## config.mk

```make
export PLATFORM = sky130hd
export DESIGN_NAME = mac_array
export DESIGN_NICKNAME = d
export VERILOG_FILES = /design/src/rtl/mac_array.sv
export SDC_FILE = /design/constraint.sdc
export NUM_CORES = 1
export LEC_CHECK = 0
export CAP_MARGIN = 5
export CORE_ASPECT_RATIO = 2
export CORE_MARGIN = 2
export CORE_UTILIZATION = 56
export CTS_CLUSTER_DIAMETER = 80
export DETAILED_ROUTE_END_ITERATION = 6
export GPL_ROUTABILITY_DRIVEN = 0
export PLACE_DENSITY_LB_ADDON = 0.25
export SLEW_MARGIN = 20
export SYNTH_ARGS = -nofsm -noshare
export SYNTH_HDL_FRONTEND = slang
export SYNTH_SLANG_ARGS = --single-unit
```

## constraint.sdc

```tcl
create_clock -name clk -period 6.4 [get_ports clk]
set_input_delay 1.28 -clock clk [delete_from_list [all_inputs] [get_ports clk]]
set_output_delay 1.28 -clock clk [all_outputs]
set_load 0.02 [all_outputs]
```

## src/rtl/mac_array.sv

```systemverilog
// Multi-lane multiply-accumulate engine: K coefficient-weighted beats per result feed
// LANES saturating accumulators; results leave through a valid/ready output register.
module mac_array #(
  parameter  int LANES = 4,
  parameter  int DW    = 8,
  parameter  int CW    = 7,
  parameter  int K     = 8,
  parameter  int NOUT  = 32,
  parameter  int ACCW  = 18,
  localparam int AW    = (K * NOUT / 2 > 1) ? $clog2(K * NOUT / 2) : 1
) (
  input  logic                  clk,
  input  logic                  rst,
  input  logic                  start,
  input  logic                  clear,
  input  logic                  signed_mode,
  input  logic [2*CW-1:0]       coef,
  input  logic [LANES*DW-1:0]   x_data,
  input  logic                  x_valid,
  output logic                  x_ready,
  output logic                  x_shift,
  output logic [AW-1:0]         rom_addr,
  output logic [LANES*ACCW-1:0] acc_out,
  output logic                  out_valid,
  input  logic                  out_ready,
  output logic                  busy,
  output logic                  done
);

  localparam int TW = (K > 1) ? $clog2(K) : 1;
  localparam int RW = (NOUT > 1) ? $clog2(NOUT) : 1;
  // Sum width holds the largest accumulator plus the largest product with sign headroom.
  localparam int SW = ((ACCW > DW + CW) ? ACCW : DW + CW) + 2;

  localparam logic [AW-1:0] ADDR_LAST = AW'(K * NOUT / 2 - 1);
  localparam logic [TW-1:0] TAP_LAST  = TW'(K - 1);
  localparam logic [RW-1:0] RES_LAST  = RW'(NOUT - 1);

  localparam logic signed [SW-1:0] UMAX = {{(SW-ACCW){1'b0}}, {ACCW{1'b1}}};
  localparam logic signed [SW-1:0] SMAX = {{(SW-ACCW+1){1'b0}}, {(ACCW-1){1'b1}}};
  localparam logic signed [SW-1:0] SMIN = {{(SW-ACCW+1){1'b1}}, {(ACCW-1){1'b0}}};

  typedef enum logic [1:0] {IDLE, RUN, DRAIN} state_t;

  state_t                r_state, w_state_next;
  logic [TW-1:0]         r_tap;
  logic [RW-1:0]         r_res;
  logic [AW-1:0]         r_rom_addr;
  logic [LANES*ACCW-1:0] r_acc, r_acc_out, w_sat;
  logic                  r_out_valid, r_x_shift, r_done, r_signed;
  logic                  w_x_ready, w_beat, w_out_hs, w_last_tap, w_last_res;
  logic [CW-1:0]         w_coef;

  assign w_last_tap = (r_tap == TAP_LAST);
  assign w_last_res = (r_res == RES_LAST);
  assign w_out_hs   = r_out_valid && out_ready;
  // The final tap stalls while an unconsumed result still occupies acc_out.
  assign w_x_ready  = (r_state == RUN) && !(w_last_tap && r_out_valid && !out_ready);
  assign w_beat     = x_valid && w_x_ready;
  assign w_coef     = r_tap[0] ? coef[CW-1:0] : coef[2*CW-1:CW];

  for (genvar g = 0; g < LANES; g++) begin : g_lane
    logic [DW-1:0]        w_x;
    logic [ACCW-1:0]      w_acc;
    logic signed [SW-1:0] w_x_ext, w_c_ext, w_base, w_sum;

    assign w_x     = x_data[g*DW +: DW];
    assign w_acc   = r_acc[g*ACCW +: ACCW];
    assign w_x_ext = {{(SW-DW){r_signed & w_x[DW-1]}}, w_x};
    assign w_c_ext = {{(SW-CW){r_signed & w_coef[CW-1]}}, w_coef};
    assign w_base  = (r_tap == '0) ? '0 : {{(SW-ACCW){r_signed & w_acc[ACCW-1]}}, w_acc};
    assign w_sum   = w_base + w_x_ext * w_c_ext;

    assign w_sat[g*ACCW +: ACCW] =
      r_signed ? ((w_sum > SMAX) ? SMAX[ACCW-1:0] :
                  (w_sum < SMIN) ? SMIN[ACCW-1:0] : w_sum[ACCW-1:0])
               : ((w_sum > UMAX) ? UMAX[ACCW-1:0] :
                  w_sum[SW-1]    ? '0             : w_sum[ACCW-1:0]);
  end

  always_comb begin
    // NOTE: defaulting the next state first keeps every path assigned, so no latch is inferred.
    w_state_next = r_state;
    case (r_state)
      IDLE:    if (start) w_state_next = RUN;
      RUN:     if (w_beat && w_last_tap && w_last_res) w_state_next = DRAIN;
      DRAIN:   if (w_out_hs) w_state_next = IDLE;
      default: w_state_next = IDLE;
    endcase
    if (clear) w_state_next = IDLE;
  end

  // NOTE: sequential state uses <= so every register samples values from before the edge.
  always_ff @(posedge clk or negedge rst) begin
    if (!rst) r_state <= IDLE;
    else      r_state <= w_state_next;
  end

  always_ff @(posedge clk or negedge rst) begin
    if (!rst) begin
      r_tap       <= '0;
      r_res       <= '0;
      r_rom_addr  <= '0;
      r_acc       <= '0;
      r_acc_out   <= '0;
      r_out_valid <= 1'b0;
      r_x_shift   <= 1'b0;
      r_done      <= 1'b0;
      r_signed    <= 1'b0;
    end else if (clear) begin
      r_tap       <= '0;
      r_res       <= '0;
      r_rom_addr  <= '0;
      r_acc       <= '0;
      r_acc_out   <= '0;
      r_out_valid <= 1'b0;
      r_x_shift   <= 1'b0;
      r_done      <= 1'b0;
    end else begin
      r_x_shift <= w_beat;
      r_done    <= (r_state == DRAIN) && w_out_hs;
      if (r_state == IDLE && start) begin
        r_signed   <= signed_mode;
        r_tap      <= '0;
        r_res      <= '0;
        r_rom_addr <= '0;
      end
      if (w_beat) begin
        r_acc <= w_sat;
        r_tap <= w_last_tap ? '0 : r_tap + TW'(1);
        if (r_tap[0]) r_rom_addr <= (r_rom_addr == ADDR_LAST) ? '0 : r_rom_addr + AW'(1);
        if (w_last_tap) r_res <= w_last_res ? '0 : r_res + RW'(1);
      end
      if (w_beat && w_last_tap) begin
        r_acc_out   <= w_sat;
        r_out_valid <= 1'b1;
      end else if (w_out_hs) begin
        r_out_valid <= 1'b0;
      end
    end
  end

  assign x_ready   = w_x_ready;
  assign x_shift   = r_x_shift;
  assign rom_addr  = r_rom_addr;
  assign acc_out   = r_acc_out;
  assign out_valid = r_out_valid;
  assign busy      = (r_state != IDLE);
  assign done      = r_done;

endmodule

```

==> impl_metrics.py <==
metrics = {
    "setup_path": {
        "required_ns": 6.67,
        "critPathMaxFanout": 8,
        "reg2reg_to": "r_acc[7]",
        "worstPathArrival_ns": 7.03,
        "start_kind": "primary input",
        "r2r_start": "r_tap[0]",
        "rrSetupSlack_ns": -0.13,
        "worst_setup_path_end_kind": "flop",
        "critical_path_class": "primary input to flop",
        "cp-startpoint": "coef[5]",
        "rr_worst_depth": 25,
    },
    "yosys": {
        "ys_types": 79,
        "synth_top_area_share_pct": 32.3,
        "syn_area_sq_um": 22500,
        "synth.avg_cell_area_sq_um": 9.61,
        "synth-seq-cells": 165,
        "ys_warn_count": 0,
        "synth_async_sr_flop_share_pct": 100,
        "synth_edf_count": 0,
        "yosysTopAreaCell": "fa_1",
        "syn_nets": 2951,
        "ys.flop_type": "dfrtp_1",
        "ys_top_cells_by_area": "fa_1, dfrtp_1, ha_1",
        "synth-seq-area-share_pct": 18.3,
        "syn_inst": 2344,
    },
    "pwr": {
        "seqPwrFrac_pct": 6.5,
        "p_sw_mw": 9.52,
        "leakagePower_nw": 15.0,
        "p_clk_share_pct": 5.4,
        "p_sw_share_pct": 49.8,
        "p_int_mw": 9.58,
        "p_per_area_nw_per_um2": 616,
        "comb_power_share_pct": 88.2,
        "peakVddDrop_uv": 872,
    },
    "global_route": {
        "overflow": 0,
        "grt_pass1_vias": 21562,
        "grt_max_degree": 73,
        "grt_first_pass_wirelength_um": 112000,
        "antenna_found_initial": 0,
        "grtUsageTotal_pct": 34.0,
    },
    "clock_tree": {
        "clkTransAtPathRegs_ns": 0.08,
        "cts_buffers": 17,
        "cts_tree": "done",
        "clockBufferDepth": 2,
        "clock-sinks": 165,
        "clkLatencyLatePin_ns": 0.45,
        "h-tree-depth": 4,
        "cts_root_buf": "clkbuf_16",
    },
    "layout": {
        "layout.nets": 3442,
        "area_growth_pct": 37.5,
        "final_util_pct": 77.5,
        "fin_area_sq_um": 31000,
        "fillCellCount": 2357,
        "final-seq-area_sq_um": 4130,
        "multi_input_area_sq_um": 19000,
        "fin_cells": 3378,
        "drive_gt1_share_pct": 28.6,
        "antenna_cells": 0,
    },
    "floorplan": {
        "fp-row-count": 104,
        "ios": 137,
        "die_w_um": 146,
        "core-area_sq_um": 39900,
        "die_height_um": 288,
        "die_area_sq_um": 41900,
        "initial_core_util_pct": 56.4,
    },
    "hold_path": {
        "hold_end": "acc_out[53]",
        "min_path_type": "flop to flop",
        "min_path_cells": 2,
        "worstHoldStart": "acc_out[53]",
    },
    "timing": {
        "slew_headroom_pct": 16.7,
        "maxClockFrequency_ghz": 0.148,
        "finalHoldViolCount": 0,
        "grt_setup_unrepaired": "yes",
        "holdWs_ns": 0.488,
        "skew_ns": 0.0204,
        "tightestPinTransition_ns": 1.25,
        "period_share_pct": 106,
        "fin_crit_ns": 6.76,
        "fin_ws_ns": -0.365,
        "setup_viol": 140,
        "slew_violations": 0,
    },
    "placement": {
        "dp_hpwl_um": 49800,
        "place_area_sq_um": 27100,
        "port_buffers": 136,
        "pre_cts_ws_ns": -1.04,
        "placed_cells": 3221,
    },
    "outcome": {
        "run_status": "finished, violations left",
        "violations": "DRC, setup timing",
    },
    "detailed_routing": {
        "first_pass_iters": 7,
        "vias": 20338,
        "wire_per_inst_um": 22.5,
        "drtIter0Drc": 1623,
        "ant_nets": 0,
        "drt-total-wl_um": 76000,
        "drc": 2,
        "avgViaCountPerCell": 6.02,
    },
    "run": {
        "drv_cap": 0,
    },
}
-- cell usage in the layout (no fill, tap or decap), types with 12 or more instances in the layout --
cell / count
o211ai_1: 54
buf_6: 52
nand2_4: 16
o21ai_0: 23
a311oi_1: 18
nand2b_4: 18
dlygate4sd2_1: 15
ha_1: 139
and2_4: 30
a21o_1: 15
fa_1: 353
xor2_1: 19
nand2_1: 232
o311ai_4: 15
buf_4: 329
dfrtp_1: 165
inv_1: 319
and2_1: 152
buf_12: 33
inv_2: 12
and3_1: 12
nand2_2: 16
a211oi_2: 18
a21oi_2: 22
clkbuf_16: 18
o21ai_2: 17
ha_4: 48
xnor2_1: 47
a221o_1: 13
nor3_1: 14
nor2_1: 118
clkdlybuf4s50_1: 103
nand3_1: 23
a21oi_1: 52
nand2b_1: 15
nor2b_1: 35
a211oi_1: 13
-- worst max-delay path: stages --
cell	delay [ns]
dlygate4sd2_1	0.26
mux2_4	0.35
buf_12	0.18
buf_4	0.13
and2_1	0.16
fa_2	0.54
fa_1	0.43
fa_1	0.50
fa_1	0.47
ha_4	0.32
ha_4	0.21
a21oi_2	0.14
o21bai_1	0.12
a221oi_4	0.45
a31oi_4	0.21
or3_4	0.44
a311oi_4	0.27
buf_4	0.19
buf_6	0.13
nand2b_4	0.14
a311oi_1	0.09
-- final cells by class --
type	instances	area share (%)
clock buffer	18	1.42
tap	530	2.14
timing repair buffer	565	17.5
clock inverter	14	0.372
sequential	165	13.3
multi-input combinational	1752	61.2
inverter	334	4.07
-- power by group through the flow --
| stage | logic (mW) | registers (mW) | clock network, mW |
|---|---|---|---|
| 4_1_cts | 13.7 | 1.22 | 1.01 |
| 2_1_floorplan | 7.48 | 1.21 | 0 |
| 3_5_place_dp | 11.6 | 1.24 | 0 |
| 6_report | 16.8 | 1.24 | 1.02 |
| 3_3_place_gp | 11.4 | 1.24 | 0 |
| 5_1_grt | 17.9 | 1.24 | 1.06 |
-- synthesized netlist by cell type (17+ instances only) --
master / instances
nor2_1: 131
nand2_1: 267
inv_1: 333
dfrtp_1: 165
clkbuf_1: 80
a311oi_1: 23
nand2b_1: 34
nor2b_1: 42
a21oi_1: 76
fa_1: 364
a21o_1: 17
ha_1: 190
o21ai_0: 43
nand3_1: 27
xor2_1: 19
a211oi_1: 22
xnor2_1: 47
and2_1: 180
o211ai_1: 54
-- kinds of logic after synthesis --
family | count (synthesis) | share of synthesized area (%)
compound gates | 360 | 11.5
xor+xnor | 69 | 2.84
fa+ha+maj | 554 | 42.9
buf+inv | 432 | 7.38
flops | 165 | 18.3
mux | 11 | 0.528
simple gates | 753 | 16.6
-- state kept, by name, summed over array words and instances (netlist names) --
signal     cells
acc_out       72
r_acc         72
rom_addr       7
r_res          5
r_tap          3
r_state        2
done           1
out_valid      1
r_signed       1
x_shift        1
-- routing by layer --
| metal | up-vias | GRT usage, % | routed length, um |
|---|---|---|---|
| met4 | 0 | 21.7 | 6160 |
| li1 | 8600 | - | - |
| met5 | - | 0 | 0 |
| met2 | 1184 | 59.3 | 38400 |
| met3 | 407 | 5.44 | 5760 |
| met1 | 10147 | 38.7 | 25700 |
-- metrics by stage --
stage	setup TNS, ns	total power [mW]
floorplan	-2.01	8.69
global placement	-115.74	12.6
detailed placement	-124.48	12.9
CTS	-3.16	15.9
global route	-39.06	20.2
finish	-23.43	19.1
-- timing repair --
item / 4_1_cts / 5_1_grt
buffers inserted: 76 / 37
resized for setup: 297 / 213
cloned: 19 / 2
setup endpoints to repair: 144 / 144
pin swaps: 100 / 136
hold buffers: 0 / 0
-- worst max path at each step --
stage,cells past startpoint,slack [ns],endpoint
2_1_floorplan,20,-0.06,r_acc[5]
3_3_place_gp,22,-0.94,r_acc[67]
3_5_place_dp,19,-1.04,r_acc[51]
4_1_cts,22,-0.12,r_acc[12]
5_1_grt,23,-0.49,r_acc[6]
6_report,21,-0.36,r_acc[7]
Power figures use the tool's default switching activity.
